===== src/rtl/u_rec_os16_pkg.sv =====
// Shared definitions for the 16x-oversampling UART receiver: state encodings,
// line levels and frame defaults.
package u_rec_os16_pkg;

  localparam logic LO = 1'b0;
  localparam logic HI = 1'b1;

  localparam int WORD_LEN_DEF = 8;
  localparam int OS_RATE_DEF  = 16;

  typedef enum logic [2:0] {
    R_IDLE  = 3'd0,
    R_START = 3'd1,
    R_DATA  = 3'd2,
    R_STOP  = 3'd3,
    R_BREAK = 3'd4
  } rec_state_e;

  // The receiver shifts into the MSB, so a short word ends up left-aligned.
  function automatic logic [7:0] right_justify(input logic [7:0] sr, input int unsigned wl);
    return sr >> (8 - wl);
  endfunction

endpackage


===== src/rtl/u_rec_os16_sync2.sv =====
// Two-flop synchronizer for the asynchronous serial line; resets to idle-high.
module u_sync2
  import u_rec_os16_pkg::*;
(
  input  logic clk_i,
  input  logic rst_i,
  input  logic d_i,
  output logic q_o
);

  logic meta_q;
  logic sync_q;

  // NOTE: sequential state uses non-blocking assignments so every flop samples
  // the pre-edge value of its neighbour; blocking here would collapse the chain.
  always_ff @(posedge clk_i) begin
    if (rst_i) begin
      meta_q <= HI;
      sync_q <= HI;
    end else begin
      meta_q <= d_i;
      sync_q <= meta_q;
    end
  end

  assign q_o = sync_q;

endmodule


===== src/rtl/u_rec_os16.sv =====
// 8N1 UART receiver: start-edge detect, mid-cell sampling at OS_RATE x
// oversampling, ready/ack delivery with framing and overrun reporting.
module u_rec_os16
  import u_rec_os16_pkg::*;
#(
  parameter int WORD_LEN = WORD_LEN_DEF,
  parameter int OS_RATE  = OS_RATE_DEF
) (
  input  logic       sys_clk,
  input  logic       sys_rst,
  input  logic       uart_recH,
  output logic [7:0] rec_dataH,
  output logic       rec_readyH,
  input  logic       rec_ackH,
  output logic       frame_errH,
  output logic       overrunH,
  output logic       rec_busyH
);

  localparam int            CW       = $clog2(OS_RATE);
  localparam logic [CW-1:0] HALF_M1  = CW'(OS_RATE / 2 - 1);
  localparam logic [CW-1:0] FULL_M1  = CW'(OS_RATE - 1);
  localparam logic [3:0]    LAST_BIT = 4'(WORD_LEN - 1);

  logic line_s;

  rec_state_e    state_q, state_d;
  logic [CW-1:0] cell_cnt_q, cell_cnt_d;
  logic [3:0]    bit_cnt_q, bit_cnt_d;
  logic [7:0]    shift_q, shift_d;
  logic [7:0]    data_q, data_d;
  logic          ready_q, ready_d;
  logic          overrun_q, overrun_d;
  logic          ferr_q, ferr_d;

  logic busy;
  logic data_smp;
  logic deliver;
  logic stop_bad;

  u_sync2 u_sync2_i (
    .clk_i (sys_clk),
    .rst_i (sys_rst),
    .d_i   (uart_recH),
    .q_o   (line_s)
  );

  // State register
  always_ff @(posedge sys_clk) begin
    if (sys_rst) state_q <= R_IDLE;
    else         state_q <= state_d;
  end

  // Next-state logic
  // NOTE: every always_comb output gets a default first, so no path leaves it
  // unassigned and no latch is inferred.
  always_comb begin
    state_d = state_q;
    case (state_q)
      R_IDLE:  if (line_s == LO) state_d = R_START;
      R_START: if (cell_cnt_q == HALF_M1) state_d = (line_s == LO) ? R_DATA : R_IDLE;
      R_DATA:  if (cell_cnt_q == FULL_M1 && bit_cnt_q == LAST_BIT) state_d = R_STOP;
      R_STOP:  if (cell_cnt_q == FULL_M1) state_d = (line_s == HI) ? R_IDLE : R_BREAK;
      R_BREAK: if (line_s == HI) state_d = R_IDLE;
      default: state_d = R_IDLE;
    endcase
  end

  // Output decode: sampling strobes derived from the current state
  always_comb begin
    busy     = (state_q != R_IDLE);
    data_smp = (state_q == R_DATA) && (cell_cnt_q == FULL_M1);
    deliver  = (state_q == R_STOP) && (cell_cnt_q == FULL_M1) && (line_s == HI);
    stop_bad = (state_q == R_STOP) && (cell_cnt_q == FULL_M1) && (line_s == LO);
  end

  // Datapath next-state; in R_DATA the cell counter wraps between bits.
  always_comb begin
    cell_cnt_d = cell_cnt_q + CW'(1);
    if (state_d != state_q || state_q == R_IDLE) cell_cnt_d = '0;

    bit_cnt_d = bit_cnt_q;
    if (state_q != R_DATA) bit_cnt_d = '0;
    else if (data_smp)     bit_cnt_d = bit_cnt_q + 4'd1;

    shift_d = shift_q;
    if (data_smp) shift_d = {line_s, shift_q[7:1]};

    data_d    = data_q;
    ready_d   = ready_q;
    overrun_d = overrun_q;
    if (rec_ackH && ready_q) begin
      ready_d   = 1'b0;
      overrun_d = 1'b0;
    end
    // A delivery overrides a same-cycle ack; only an unacked byte is lost.
    if (deliver) begin
      data_d  = right_justify(shift_q, WORD_LEN);
      ready_d = 1'b1;
      if (ready_q && !rec_ackH) overrun_d = 1'b1;
    end

    ferr_d = stop_bad;
  end

  always_ff @(posedge sys_clk) begin
    if (sys_rst) begin
      cell_cnt_q <= '0;
      bit_cnt_q  <= '0;
      shift_q    <= '0;
      data_q     <= '0;
      ready_q    <= 1'b0;
      overrun_q  <= 1'b0;
      ferr_q     <= 1'b0;
    end else begin
      cell_cnt_q <= cell_cnt_d;
      bit_cnt_q  <= bit_cnt_d;
      shift_q    <= shift_d;
      data_q     <= data_d;
      ready_q    <= ready_d;
      overrun_q  <= overrun_d;
      ferr_q     <= ferr_d;
    end
  end

  assign rec_dataH  = data_q;
  assign rec_readyH = ready_q;
  assign overrunH   = overrun_q;
  assign frame_errH = ferr_q;
  assign rec_busyH  = busy;

endmodule


===== config.mk =====
export PLATFORM = sky130hd
export DESIGN_NAME = u_rec_os16
export DESIGN_NICKNAME = d
export VERILOG_FILES = /design/src/rtl/u_rec_os16_pkg.sv /design/src/rtl/u_rec_os16_sync2.sv /design/src/rtl/u_rec_os16.sv
export SDC_FILE = /design/constraint.sdc
export NUM_CORES = 1
export LEC_CHECK = 0
export ABC_AREA = 1
export BUFFER_PORTS_ARGS = -buffer_cell sky130_fd_sc_hd__buf_2
export CORE_MARGIN = 2
export CORE_UTILIZATION = 55
export DETAILED_ROUTE_END_ITERATION = 10
export PLACE_DENSITY = 0.84
export SYNTH_ARGS = -nofsm -noshare
export SYNTH_HDL_FRONTEND = slang
export SYNTH_SLANG_ARGS = --single-unit

===== constraint.sdc =====
create_clock -name sys_clk -period 1.9 [get_ports sys_clk]
set_input_delay 0.19 -clock sys_clk [delete_from_list [all_inputs] [get_ports sys_clk]]
set_output_delay 0.19 -clock sys_clk [all_outputs]
set_load 0.1 [all_outputs]

==> metrics.txt <==
# TYPE chip_impl_metric gauge
chip_impl_metric{name="globalRouteTotalUtil",unit=""} 0.189
chip_impl_metric{name="area_fraction_of_the_dominant_cell_type_after_synthesis",unit=""} 0.465
chip_impl_metric{name="grt_start_max_net_pins",unit=""} 20
chip_impl_metric{name="first_pass_grt_wire_length",unit="um"} 3800
chip_impl_metric{name="placement_rows",unit=""} 18
chip_impl_metric{name="number_of_hold_buffers_added_after_cts",unit=""} 0
chip_impl_info{name="grt_setup_unrepaired",value="false"} 1
chip_impl_metric{name="ctsResizeCount",unit=""} 0
chip_impl_metric{name="insertion_delay_of_the_later_clocked_pin_in_the_worst_skew_pair",unit="ns"} 0.33
chip_impl_metric{name="cts-root-to-sink-buffers",unit=""} 2
chip_impl_metric{name="avgRoutedWirePerCell",unit="um"} 11.2
chip_impl_metric{name="via_count_of_the_first_global_routing_pass",unit=""} 926
chip_impl_metric{name="final.setup_skew",unit="ns"} 0.00972
chip_impl_metric{name="synth_enable_flop_cells",unit=""} 0
chip_impl_metric{name="drt_pass1_iterations",unit=""} 4
chip_impl_metric{name="setup_viol_count_final",unit=""} 0
chip_impl_metric{name="relSlewSlack",unit=""} 0.676
chip_impl_info{name="cts_tree",value="built"} 1
chip_impl_metric{name="sequential_cell_area",unit="um^2"} 641
chip_impl_metric{name="cap_viol_max_count",unit=""} 0
chip_impl_metric{name="seq_area_frac_synth",unit=""} 0.465
chip_impl_metric{name="total_count_of_max_transition_violations_in_the_final_report",unit=""} 0
chip_impl_metric{name="fmax",unit="MHz"} 614
chip_impl_metric{name="syn_nets",unit=""} 167
chip_impl_metric{name="synth.ff_latch_count",unit=""} 32
chip_impl_metric{name="floorplan.initialDensity",unit=""} 0.567
chip_impl_metric{name="finalWirelength",unit="um"} 2350
chip_impl_metric{name="clock_sink_count",unit=""} 32
chip_impl_metric{name="multi_input_area",unit="um^2"} 641
chip_impl_metric{name="yosys_warnings",unit=""} 0
chip_impl_metric{name="pwr_density_cell",unit="mW/mm^2"} 790
chip_impl_metric{name="worst_setup_hold_path_clk_slew",unit="ns"} 0.09
chip_impl_metric{name="finalCritPeriodShare",unit=""} 0.858
chip_impl_info{name="result_of_the_run",value="complete, no violations"} 1
chip_impl_metric{name="number_of_standard_cells_after_synthesis",unit=""} 161
chip_impl_metric{name="io_buffers",unit=""} 15
chip_impl_metric{name="power.ir.vdd_worst",unit="mV"} 0.685
chip_impl_metric{name="critical_path_arrival",unit="ns"} 1.44
chip_impl_metric{name="routed-via-count",unit=""} 1074
chip_impl_info{name="synth.largest_area_cell",value="sky130_fd_sc_hd__dfxtp_1"} 1
chip_impl_info{name="yosys-top-cells-count",value="32 x sky130_fd_sc_hd__dfxtp_1, 22 x sky130_fd_sc_hd__nor2_1, 19 x sky130_fd_sc_hd__o21ai_0, 18 x sky130_fd_sc_hd__inv_1, 14 x sky130_fd_sc_hd__a21oi_1"} 1
chip_impl_info{name="netlist_top_cells_area",value="sky130_fd_sc_hd__dfxtp_1 46%, sky130_fd_sc_hd__o21ai_0 6.9%, sky130_fd_sc_hd__nor2_1 6.0%, sky130_fd_sc_hd__a21oi_1 5.1%, sky130_fd_sc_hd__inv_1 4.9%"} 1
chip_impl_metric{name="setup-tns-final",unit="ns"} 0
chip_impl_info{name="synth_top_flop_cell",value="sky130_fd_sc_hd__dfxtp_1"} 1
chip_impl_metric{name="crit_fanout",unit=""} 5
chip_impl_metric{name="synth_area",unit="mm^2"} 0.00138
chip_impl_metric{name="globalplace.congestion",unit=""} 0.749
chip_impl_metric{name="period_minus_slack",unit="ns"} 1.63
chip_impl_metric{name="cts.htree.levels",unit=""} 2
chip_impl_metric{name="static_leakage",unit="nW"} 0.632
chip_impl_metric{name="post-dp-hpwl",unit="um"} 1750
chip_impl_metric{name="antennaDiodeCount",unit=""} 0
chip_impl_metric{name="post_drt_via_cell_ratio",unit=""} 5.09
chip_impl_metric{name="nets",unit=""} 186
chip_impl_info{name="critical_path.startpoint_type",value="register"} 1
chip_impl_metric{name="post-cts-setup-buffers",unit=""} 0
chip_impl_metric{name="synthToLayoutAreaGrowth",unit="%"} 12.3
chip_impl_metric{name="grt_overflow",unit=""} 0
chip_impl_metric{name="fill_cells",unit=""} 198
chip_impl_metric{name="proportion_of_register_bits_with_asynchronous_set_or_reset_after_synthesis",unit=""} 0
chip_impl_metric{name="place_worst_setup_slack",unit="ns"} 0.288
chip_impl_info{name="cp-end-kind",value="output port"} 1
chip_impl_metric{name="drt_iter0_markers",unit=""} 10
chip_impl_metric{name="design.portCount",unit=""} 16
chip_impl_metric{name="cts-buffers-inserted",unit=""} 5
chip_impl_metric{name="regToRegSetupSlack",unit="ns"} 0.28
chip_impl_metric{name="finalHoldViolations",unit=""} 0
chip_impl_metric{name="fp.dieW",unit="um"} 54.1
chip_impl_metric{name="utilization",unit=""} 0.637
chip_impl_info{name="post-synth-top-count-cell",value="sky130_fd_sc_hd__dfxtp_1"} 1
chip_impl_info{name="clock_tree.root_cell",value="sky130_fd_sc_hd__clkbuf_4"} 1
chip_impl_metric{name="die_height",unit="um"} 54.1
chip_impl_metric{name="drive_gt1_frac",unit=""} 0.265
chip_impl_metric{name="post-route-worst-setup-slack",unit="ns"} 0.271
chip_impl_info{name="holdCritPathClass",value="input pin to register"} 1
chip_impl_metric{name="postSynthAreaPerCell",unit="um^2"} 8.56
chip_impl_metric{name="max_slew.worst_pin.slew",unit="ns"} 0.489
chip_impl_metric{name="die-area",unit="mm^2"} 0.00292
chip_impl_metric{name="drc",unit=""} 0
chip_impl_metric{name="post_synth_num_cell_types",unit=""} 27
chip_impl_metric{name="antenna_violating_nets_post_route",unit=""} 0
chip_impl_metric{name="worst_ep_required_time",unit="ns"} 1.71
chip_impl_info{name="worst-setup-path-type",value="register to output port"} 1
chip_impl_metric{name="core_area",unit="mm^2"} 0.00243
chip_impl_metric{name="grt_antenna_before_repair",unit=""} 0
## cell usage in the layout (no fill, tap or decap)
| cell type | synthesis | layout |
|---|---|---|
| sky130_fd_sc_hd__xnor2_1 | 2 | 2 |
| sky130_fd_sc_hd__nand3_2 | 3 | 3 |
| sky130_fd_sc_hd__clkbuf_1 | 2 | 1 |
| sky130_fd_sc_hd__nand4_1 | 1 | 1 |
| sky130_fd_sc_hd__clkinv_2 | 0 | 1 |
| sky130_fd_sc_hd__a31oi_1 | 1 | 1 |
| sky130_fd_sc_hd__bufinv_16 | 0 | 1 |
| sky130_fd_sc_hd__nor2_2 | 4 | 4 |
| sky130_fd_sc_hd__buf_2 | 0 | 15 |
| sky130_fd_sc_hd__o211ai_2 | 1 | 1 |
| sky130_fd_sc_hd__nor2_4 | 3 | 3 |
| sky130_fd_sc_hd__xor2_1 | 1 | 1 |
| sky130_fd_sc_hd__nor3_2 | 4 | 4 |
| sky130_fd_sc_hd__nand2_2 | 3 | 3 |
| sky130_fd_sc_hd__inv_1 | 18 | 18 |
| sky130_fd_sc_hd__nand3_4 | 3 | 3 |
| sky130_fd_sc_hd__o21ai_0 | 19 | 19 |
| sky130_fd_sc_hd__dfxtp_1 | 32 | 32 |
| sky130_fd_sc_hd__or2_2 | 2 | 2 |
| sky130_fd_sc_hd__inv_2 | 1 | 1 |
| sky130_fd_sc_hd__clkbuf_4 | 0 | 5 |
| sky130_fd_sc_hd__nand3_1 | 7 | 7 |
| sky130_fd_sc_hd__nor2_1 | 22 | 22 |
| sky130_fd_sc_hd__and2_1 | 1 | 1 |
| sky130_fd_sc_hd__ha_1 | 2 | 2 |
| sky130_fd_sc_hd__nand2_1 | 11 | 11 |
| sky130_fd_sc_hd__o211a_1 | 1 | 1 |
| sky130_fd_sc_hd__a21oi_1 | 14 | 14 |
| sky130_fd_sc_hd__nand2_4 | 1 | 1 |
| sky130_fd_sc_hd__buf_4 | 1 | 1 |
## state kept, by name, summed over array words and instances, names as in the netlist, named ones only
name and cells:
state_q 3, bit_cnt_q 4, rec_dataH 8, frame_errH 1, u_sync2_i.q_o 1, shift_q 8, rec_readyH 1, cell_cnt_q 4
u_sync2_i.meta_q 1
## per-layer routing
metal / up-vias / GRT usage / share of wire
li1: 567 / - / -
met1: 488 / 0.208 / 0.44
met2: 17 / 0.325 / 0.50
met3: 2 / 0.0750 / 0.047
met4: 0 / 0.0750 / 0.0042
met5: - / 0 / 0
## where the power goes
| part | internal, mW | switching [mW] | total [mW] | leakage [nW] |
|---|---|---|---|---|
| Sequential | 0.674 | 0.00456 | 0.679 | 0.258 |
| Combinational | 0.0172 | 0.0388 | 0.0559 | 0.331 |
| Clock | 0.276 | 0.214 | 0.490 | 0.0422 |
## worst max-delay path, cell delays in order, from the launching register on
cell and delay (ns):
sky130_fd_sc_hd__dfxtp_1 0.49, sky130_fd_sc_hd__inv_2 0.11, sky130_fd_sc_hd__nand2_1 0.09, sky130_fd_sc_hd__buf_2 0.42
## layout make-up
type                       count  share of cell area
sequential                    32               0.414
inverter                      19              0.0460
tap                           30              0.0242
timing repair buffer          16              0.0533
clock inverter                 2              0.0226
clock buffer                   6              0.0267
multi-input combinational    106               0.414
## path summary, 6_finish.rpt
check / from / to / depth (start not counted)
worst max-delay path: state_q[2] / rec_busyH / 3
worst min register to register: u_sync2_i.meta_q / u_sync2_i.q_o / 1
worst min-delay path: uart_recH / u_sync2_i.meta_q / 2
worst max register to register: cell_cnt_q[0] / cell_cnt_q[3] / 8
## stage by stage
| step | hold WS, ns | std cells | power (mW) | cell area (um^2) |
|---|---|---|---|---|
| after floorplan | 0.294 | 161 | 0.738 | 1380 |
| after global placement | 0.374 | 203 | 0.748 | 1470 |
| after detailed placement | 0.380 | 203 | 0.750 | 1470 |
| after CTS | 0.0361 | 211 | 1.24 | 1550 |
| after global routing | 0.0321 | 211 | 1.27 | 1550 |
| final | 0.0480 | 211 | 1.22 | 1550 |
## cells by family (layout without fill, tap and decap cells)
logic type	Yosys count	count (layout)	synth area share
flip-flops	32	32	0.465
XOR/XNOR	3	3	0.0191
adder cells (fa/ha/maj)	2	2	0.0181
AND/OR/NAND/NOR	65	65	0.287
AO/OA/AOI/OAI	36	36	0.141
buffers and inverters	23	43	0.0708
No activity file was read; power rests on OpenSTA's default activity.
